==> src/rtl/user_port_reg_read_bank.sv <==
// Read-only register bank behind the AXI-Lite read front-end user port.
// Serves ID, cycle counter, accepted-read counter and config-loaded scratch registers.
module user_port_reg_read_bank #(
    parameter logic [31:0] BASE_ADDR = 32'h0000_0000,
    parameter int          NUM_REGS  = 8,
    parameter int          READ_WAIT = 2,
    parameter logic [31:0] ID_VALUE  = 32'hA11E_0001,
    parameter int          IDX_W     = 3
) (
    input  logic             S_AXIL_ACLK,
    input  logic             S_AXIL_ARESET,
    input  logic             user_port_arvalid,
    output logic             user_port_arready,
    input  logic [31:0]      user_port_araddr,
    output logic             user_port_rvalid,
    output logic [31:0]      user_port_rdata,
    output logic [1:0]       user_port_rresp,
    input  logic             cfg_wr_en,
    input  logic [IDX_W-1:0] cfg_wr_idx,
    input  logic [31:0]      cfg_wr_data
);

    localparam logic [3:0]  WAIT_LOAD = 4'(READ_WAIT);
    localparam logic [31:0] NREGS     = 32'(NUM_REGS);

    localparam logic [1:0] RESP_OKAY   = 2'b00;
    localparam logic [1:0] RESP_SLVERR = 2'b10;
    localparam logic [1:0] RESP_DECERR = 2'b11;

    typedef enum logic [1:0] {
        IDLE,
        WAIT,
        RESP
    } state_t;

    state_t      state;
    state_t      state_next;
    logic [3:0]  wait_cnt;
    logic [3:0]  wait_cnt_next;
    logic [31:0] addr_q;
    logic [31:0] addr_next;
    logic        arready_next;
    logic        rvalid_next;
    logic [31:0] rdata_next;
    logic [1:0]  rresp_next;

    logic [31:0] cycle_cnt;
    logic [31:0] read_cnt;
    logic [31:0] scratch [NUM_REGS];

    logic        accept;
    logic [31:0] offset;
    logic [31:0] word;
    logic        misaligned;
    logic        out_of_range;
    logic [31:0] reg_value;
    logic        cfg_hit;

    assign accept = (state == IDLE) && user_port_arvalid && user_port_arready;

    always_comb begin
        offset       = addr_q - BASE_ADDR;
        word         = offset >> 2;
        misaligned   = (addr_q[1:0] != 2'b00);
        out_of_range = (addr_q < BASE_ADDR) || (word >= NREGS);
        reg_value    = '0;
        if (!out_of_range) begin
            case (word)
                32'd0:   reg_value = ID_VALUE;
                32'd1:   reg_value = cycle_cnt;
                32'd2:   reg_value = read_cnt;
                default: reg_value = scratch[word[IDX_W-1:0]];
            endcase
        end
    end

    // RESP spans two cycles: the first ends on the sampling edge, the second
    // carries the rvalid pulse, keeping arready low until the pulse is over.
    always_comb begin
        state_next    = state;
        wait_cnt_next = wait_cnt;
        addr_next     = addr_q;
        arready_next  = user_port_arready;
        rvalid_next   = 1'b0;
        rdata_next    = user_port_rdata;
        rresp_next    = user_port_rresp;
        case (state)
            IDLE: begin
                arready_next = 1'b1;
                if (accept) begin
                    addr_next     = user_port_araddr;
                    arready_next  = 1'b0;
                    wait_cnt_next = WAIT_LOAD;
                    state_next    = (READ_WAIT == 0) ? RESP : WAIT;
                end
            end
            WAIT: begin
                arready_next  = 1'b0;
                wait_cnt_next = wait_cnt - 4'd1;
                if (wait_cnt <= 4'd1) begin
                    state_next = RESP;
                end
            end
            RESP: begin
                arready_next = 1'b0;
                if (!user_port_rvalid) begin
                    rvalid_next = 1'b1;
                    if (misaligned) begin
                        rresp_next = RESP_SLVERR;
                        rdata_next = '0;
                    end else if (out_of_range) begin
                        rresp_next = RESP_DECERR;
                        rdata_next = '0;
                    end else begin
                        rresp_next = RESP_OKAY;
                        rdata_next = reg_value;
                    end
                end else begin
                    state_next   = IDLE;
                    arready_next = 1'b1;
                end
            end
            default: begin
                state_next   = IDLE;
                arready_next = 1'b0;
            end
        endcase
    end

    always_ff @(posedge S_AXIL_ACLK or posedge S_AXIL_ARESET) begin
        if (S_AXIL_ARESET) begin
            state             <= IDLE;
            wait_cnt          <= '0;
            addr_q            <= '0;
            user_port_arready <= 1'b0;
            user_port_rvalid  <= 1'b0;
            user_port_rdata   <= '0;
            user_port_rresp   <= '0;
        end else begin
            state             <= state_next;
            wait_cnt          <= wait_cnt_next;
            addr_q            <= addr_next;
            user_port_arready <= arready_next;
            user_port_rvalid  <= rvalid_next;
            user_port_rdata   <= rdata_next;
            user_port_rresp   <= rresp_next;
        end
    end

    always_ff @(posedge S_AXIL_ACLK or posedge S_AXIL_ARESET) begin
        if (S_AXIL_ARESET) begin
            cycle_cnt <= '0;
            read_cnt  <= '0;
        end else begin
            cycle_cnt <= cycle_cnt + 32'd1;
            if (accept && (read_cnt != '1)) begin
                read_cnt <= read_cnt + 32'd1;
            end
        end
    end

    assign cfg_hit = cfg_wr_en && (32'(cfg_wr_idx) >= 32'd3) && (32'(cfg_wr_idx) < NREGS);

    always_ff @(posedge S_AXIL_ACLK or posedge S_AXIL_ARESET) begin
        if (S_AXIL_ARESET) begin
            for (int unsigned i = 0; i < NUM_REGS; i++) begin
                scratch[i] <= '0;
            end
        end else if (cfg_hit) begin
            scratch[cfg_wr_idx] <= cfg_wr_data;
        end
    end

endmodule
==> config.mk <==
export PLATFORM = sky130hd
export DESIGN_NAME = user_port_reg_read_bank
export DESIGN_NICKNAME = d
export VERILOG_FILES = /design/src/rtl/user_port_reg_read_bank.sv
export SDC_FILE = /design/constraint.sdc
export NUM_CORES = 1
export LEC_CHECK = 0
export BUFFER_PORTS_ARGS = -buffer_cell sky130_fd_sc_hd__buf_4
export CORE_ASPECT_RATIO = 1.75
export CORE_MARGIN = 4
export CORE_UTILIZATION = 35
export CTS_BUF_LIST = sky130_fd_sc_hd__clkbuf_8
export CTS_CLUSTER_DIAMETER = 80
export DETAILED_ROUTE_END_ITERATION = 8
export HOLD_SLACK_MARGIN = 0.02
export PLACE_DENSITY = 0.58
export SLEW_MARGIN = 20
export SYNTH_ARGS = -nofsm -noshare
export SYNTH_HDL_FRONTEND = slang
export SYNTH_SLANG_ARGS = --single-unit
==> constraint.sdc <==
create_clock -name S_AXIL_ACLK -period 13.4 [get_ports S_AXIL_ACLK]
set_input_delay 0.67 -clock S_AXIL_ACLK [delete_from_list [all_inputs] [get_ports S_AXIL_ACLK]]
set_output_delay 0.67 -clock S_AXIL_ACLK [all_outputs]
set_load 0.1 [all_outputs]
==> out/results.tsv <==
metric	value	unit
Final period util	24.89	%
Hold Buf Count CTS	0	
share of cells above drive strength 1	32.80	%
Layout Skew	0.03008	ns
outcome	finished, final reports clean	
async set-reset flop share out of synthesis	100.0	%
initial antenna violation count	1	
worst-case reg-to-reg path depth	5	
worst r2r src	addr_q[4]	
stages on the worst setup path	5	
Routed Antenna Nets	0	
worst setup margin	10.06	ns
Int Power	2.323	mW
Max Cap Viol	0	
initial core utilization	35.52	%
# fillers	4541	
CP most frequent cell	buf_4	
syn_area_per_cell	12.94	µm²
Die W	174.6	µm
drt initial violations	546	
Crit path max-delay family	buffers and inverters	
first-pass GRT wire length	63.67	mm
area leader, netlist	dfrtp_1	
post-DR wirelength/cell	19.48	µm
Core Region	47880	µm²
worst slack at placement	9.262	ns
H-Tree Depth	2	
P_leak	8.910	nW
Reg power frac	44.4	%
# resized after CTS	0	
Top FF cell, synth	dfrtp_1	
Die Y-Extent	299.6	µm
Worst EP arrival	3.97	ns
row count	106	
final setup fails	0	
fin. max-slew vios	0	
top-area cell type share of the netlist area	57.98	%
Overall Power	3.428	mW
via count	10130	
Sw Ratio	32.24	%
Startpoint Class	primary input	
Max transition margin	38.21	%
Hold WC Path Type	primary input to asynchronous set/reset pin	
most common cell after layout, fill and taps aside	dfrtp_1	
Worst-path clk slew	0.07	ns
Cell Area, Synth	17010	µm²
Worst setup endpoint	scratch[86]	
YS warnings	0	
synth top area cells	dfrtp_1, mux2_2, mux4_2	
Fin. Hold Viols	0	
Synthesized Nets	1389	
Die ar.	52320	µm²
Combinational Power Share	26.7	%
CP Buf/Inv Count	5	
Syn Inst Count	1314	
drt pass-1 iters	4	
Crit Path Class	primary input to asynchronous set/reset pin	
Pwr Density	177.5	nW/µm²
Placed Area	18140	µm²
Distinct cells, synth	48	
total track usage	15.26	%
post-CTS setup buffers	0	
RR Endpoint	user_port_rdata[9]	
final hold slack	0.2321	ns
number of global-route vias before repair	11310	
P_sw	1.105	mW
IO Pins	107	
Util after Layout	40.33	%
R2R Setup Slk	10.37	ns
Via density	5.018	
area grow syn2layout	13.55	%
DRT Wirelength	39.33	mm
Clock Path Buffers	3	
slowest stage delay, CP	0.85	ns
routability cong.	0.7817	
EDFF count, synth	0	
Max VDD drop	86.40	µV
number of port buffers	106	
commonest non-fill, non-tap cells in the layout	dfrtp_1, mux2_2, nand2_1	
clock group share of total power	28.9	%
crit path capture type	asynchronous set/reset pin	
fmax	0.2998	GHz
register area share after synthesis	57.98	%
TNS Setup	0	ns
cell chain of the critical path	buf_4 -> inv_8 -> buf_4 -> buf_4 -> buf_4	
fin area	19310	µm²
Num CTS Buffers	54	
clk sink count	394	
nets	1405	
final worst path period need	3.335	ns
Seq cells post-synth	394	
RSZ-0062 raised after global routing	no	
DRC violations left	0	
crit path from	S_AXIL_ARESET	
largest net degree at the start of global routing	130	
non-filler instance count after layout	2019	
Worst-Margin Slew	0.9269	ns
DP Cell Count	1922	
slowest cell on the critical path	buf_4	
CP required	14.03	ns
clk_lat worst skew	0.61	ns
CTS root buf	clkbuf_8	
overflow left after global routing	0	
worst-path fanout max	129	
CTS tree	done	
post-DP HPWL	25.39	mm
==> metal layers <==
layer	vias to the layer above	wire length [µm]	track usage [%]
met5	-	0	0
met4	0	1147	5.280
met3	71	1171	2.006
met2	165	20750	27.05
met1	5262	16260	19.20
li1	4633	-	-
==> synthesized netlist by cell type, types with 12 or more instances <==
library cell and number:
a21oi_1 24, a32o_1 32, buf_2 20, clkbuf_1 132
dfrtp_1 394, inv_1 12, mux2_2 160, mux2i_1 33
mux4_2 64, nand2_1 152, nand3_1 29, nand4_1 23
nor2_1 48, nor3_1 15, nor4_1 13, o21bai_1 24
xnor2_1 36, xor2_1 25
==> registers in the layout (all words and copies together) (netlist names) <==
| signal | cells |
|---|---|
| scratch | 256 |
| addr_q | 32 |
| cycle_cnt | 32 |
| read_cnt | 32 |
| user_port_rdata | 32 |
| wait_cnt | 4 |
| state | 2 |
| user_port_rresp | 2 |
| user_port_arready | 1 |
| user_port_rvalid | 1 |
==> worst register-to-register path, delay by kind of cell (launching register included) <==
kind                   cells  cell delay, ns
flip-flops                 1            0.96
multiplexers               2            0.88
buffers and inverters      1            0.70
AO/OA/AOI/OAI              1            0.27
AND/OR/NAND/NOR            1            0.10
==> cell type report <==
| cell class | count | area [µm²] | area share (%) |
|---|---|---|---|
| repair buffers | 124 | 930.9 | 4.821 |
| clock buffers | 69 | 949.7 | 4.918 |
| flip-flops and latches | 394 | 9868 | 51.11 |
| diodes | 2 | 5.005 | 0.02592 |
| well taps | 648 | 810.8 | 4.199 |
| inverters | 12 | 52.55 | 0.2722 |
| clock inverters | 26 | 217.7 | 1.128 |
| multi-input cells | 744 | 6474 | 33.53 |
==> power groups by stage <==
stage / clock network [mW] / logic, mW / registers, mW
floorplan: 0 / 0.680 / 1.54
global placement: 0 / 0.923 / 1.53
detailed placement: 0 / 0.936 / 1.55
CTS: 1.03 / 0.938 / 1.52
global route: 1.08 / 1.01 / 1.55
finish: 0.990 / 0.916 / 1.52
==> worst min path at each step <==
stage	startpoint	end	slack, ns	depth (start not counted)
after CTS	user_port_araddr[19]	addr_q[19]	0.21	3
after detailed placement	scratch[194]	scratch[194]	0.36	0
after floorplan	scratch[160]	scratch[160]	0.42	1
final	S_AXIL_ARESET	addr_q[19]	0.23	2
after global placement	scratch[186]	scratch[186]	0.36	0
after global routing	user_port_araddr[19]	addr_q[19]	0.23	3
==> cells by family (layout without fill, tap and decap cells) <==
| family | after synthesis | in the layout | share of synthesized area [%] |
|---|---|---|---|
| adder cells (fa/ha/maj) | 4 | 4 | 0.2943 |
| XOR/XNOR | 61 | 61 | 3.142 |
| AND/OR/NAND/NOR | 321 | 321 | 9.006 |
| AO/OA/AOI/OAI | 101 | 101 | 4.525 |
| other | 0 | 2 | 0 |
| flip-flops | 394 | 394 | 57.98 |
| buffers and inverters | 176 | 231 | 4.039 |
| multiplexers | 257 | 257 | 21.01 |
Note: power is estimated with default switching activity, not from simulation.
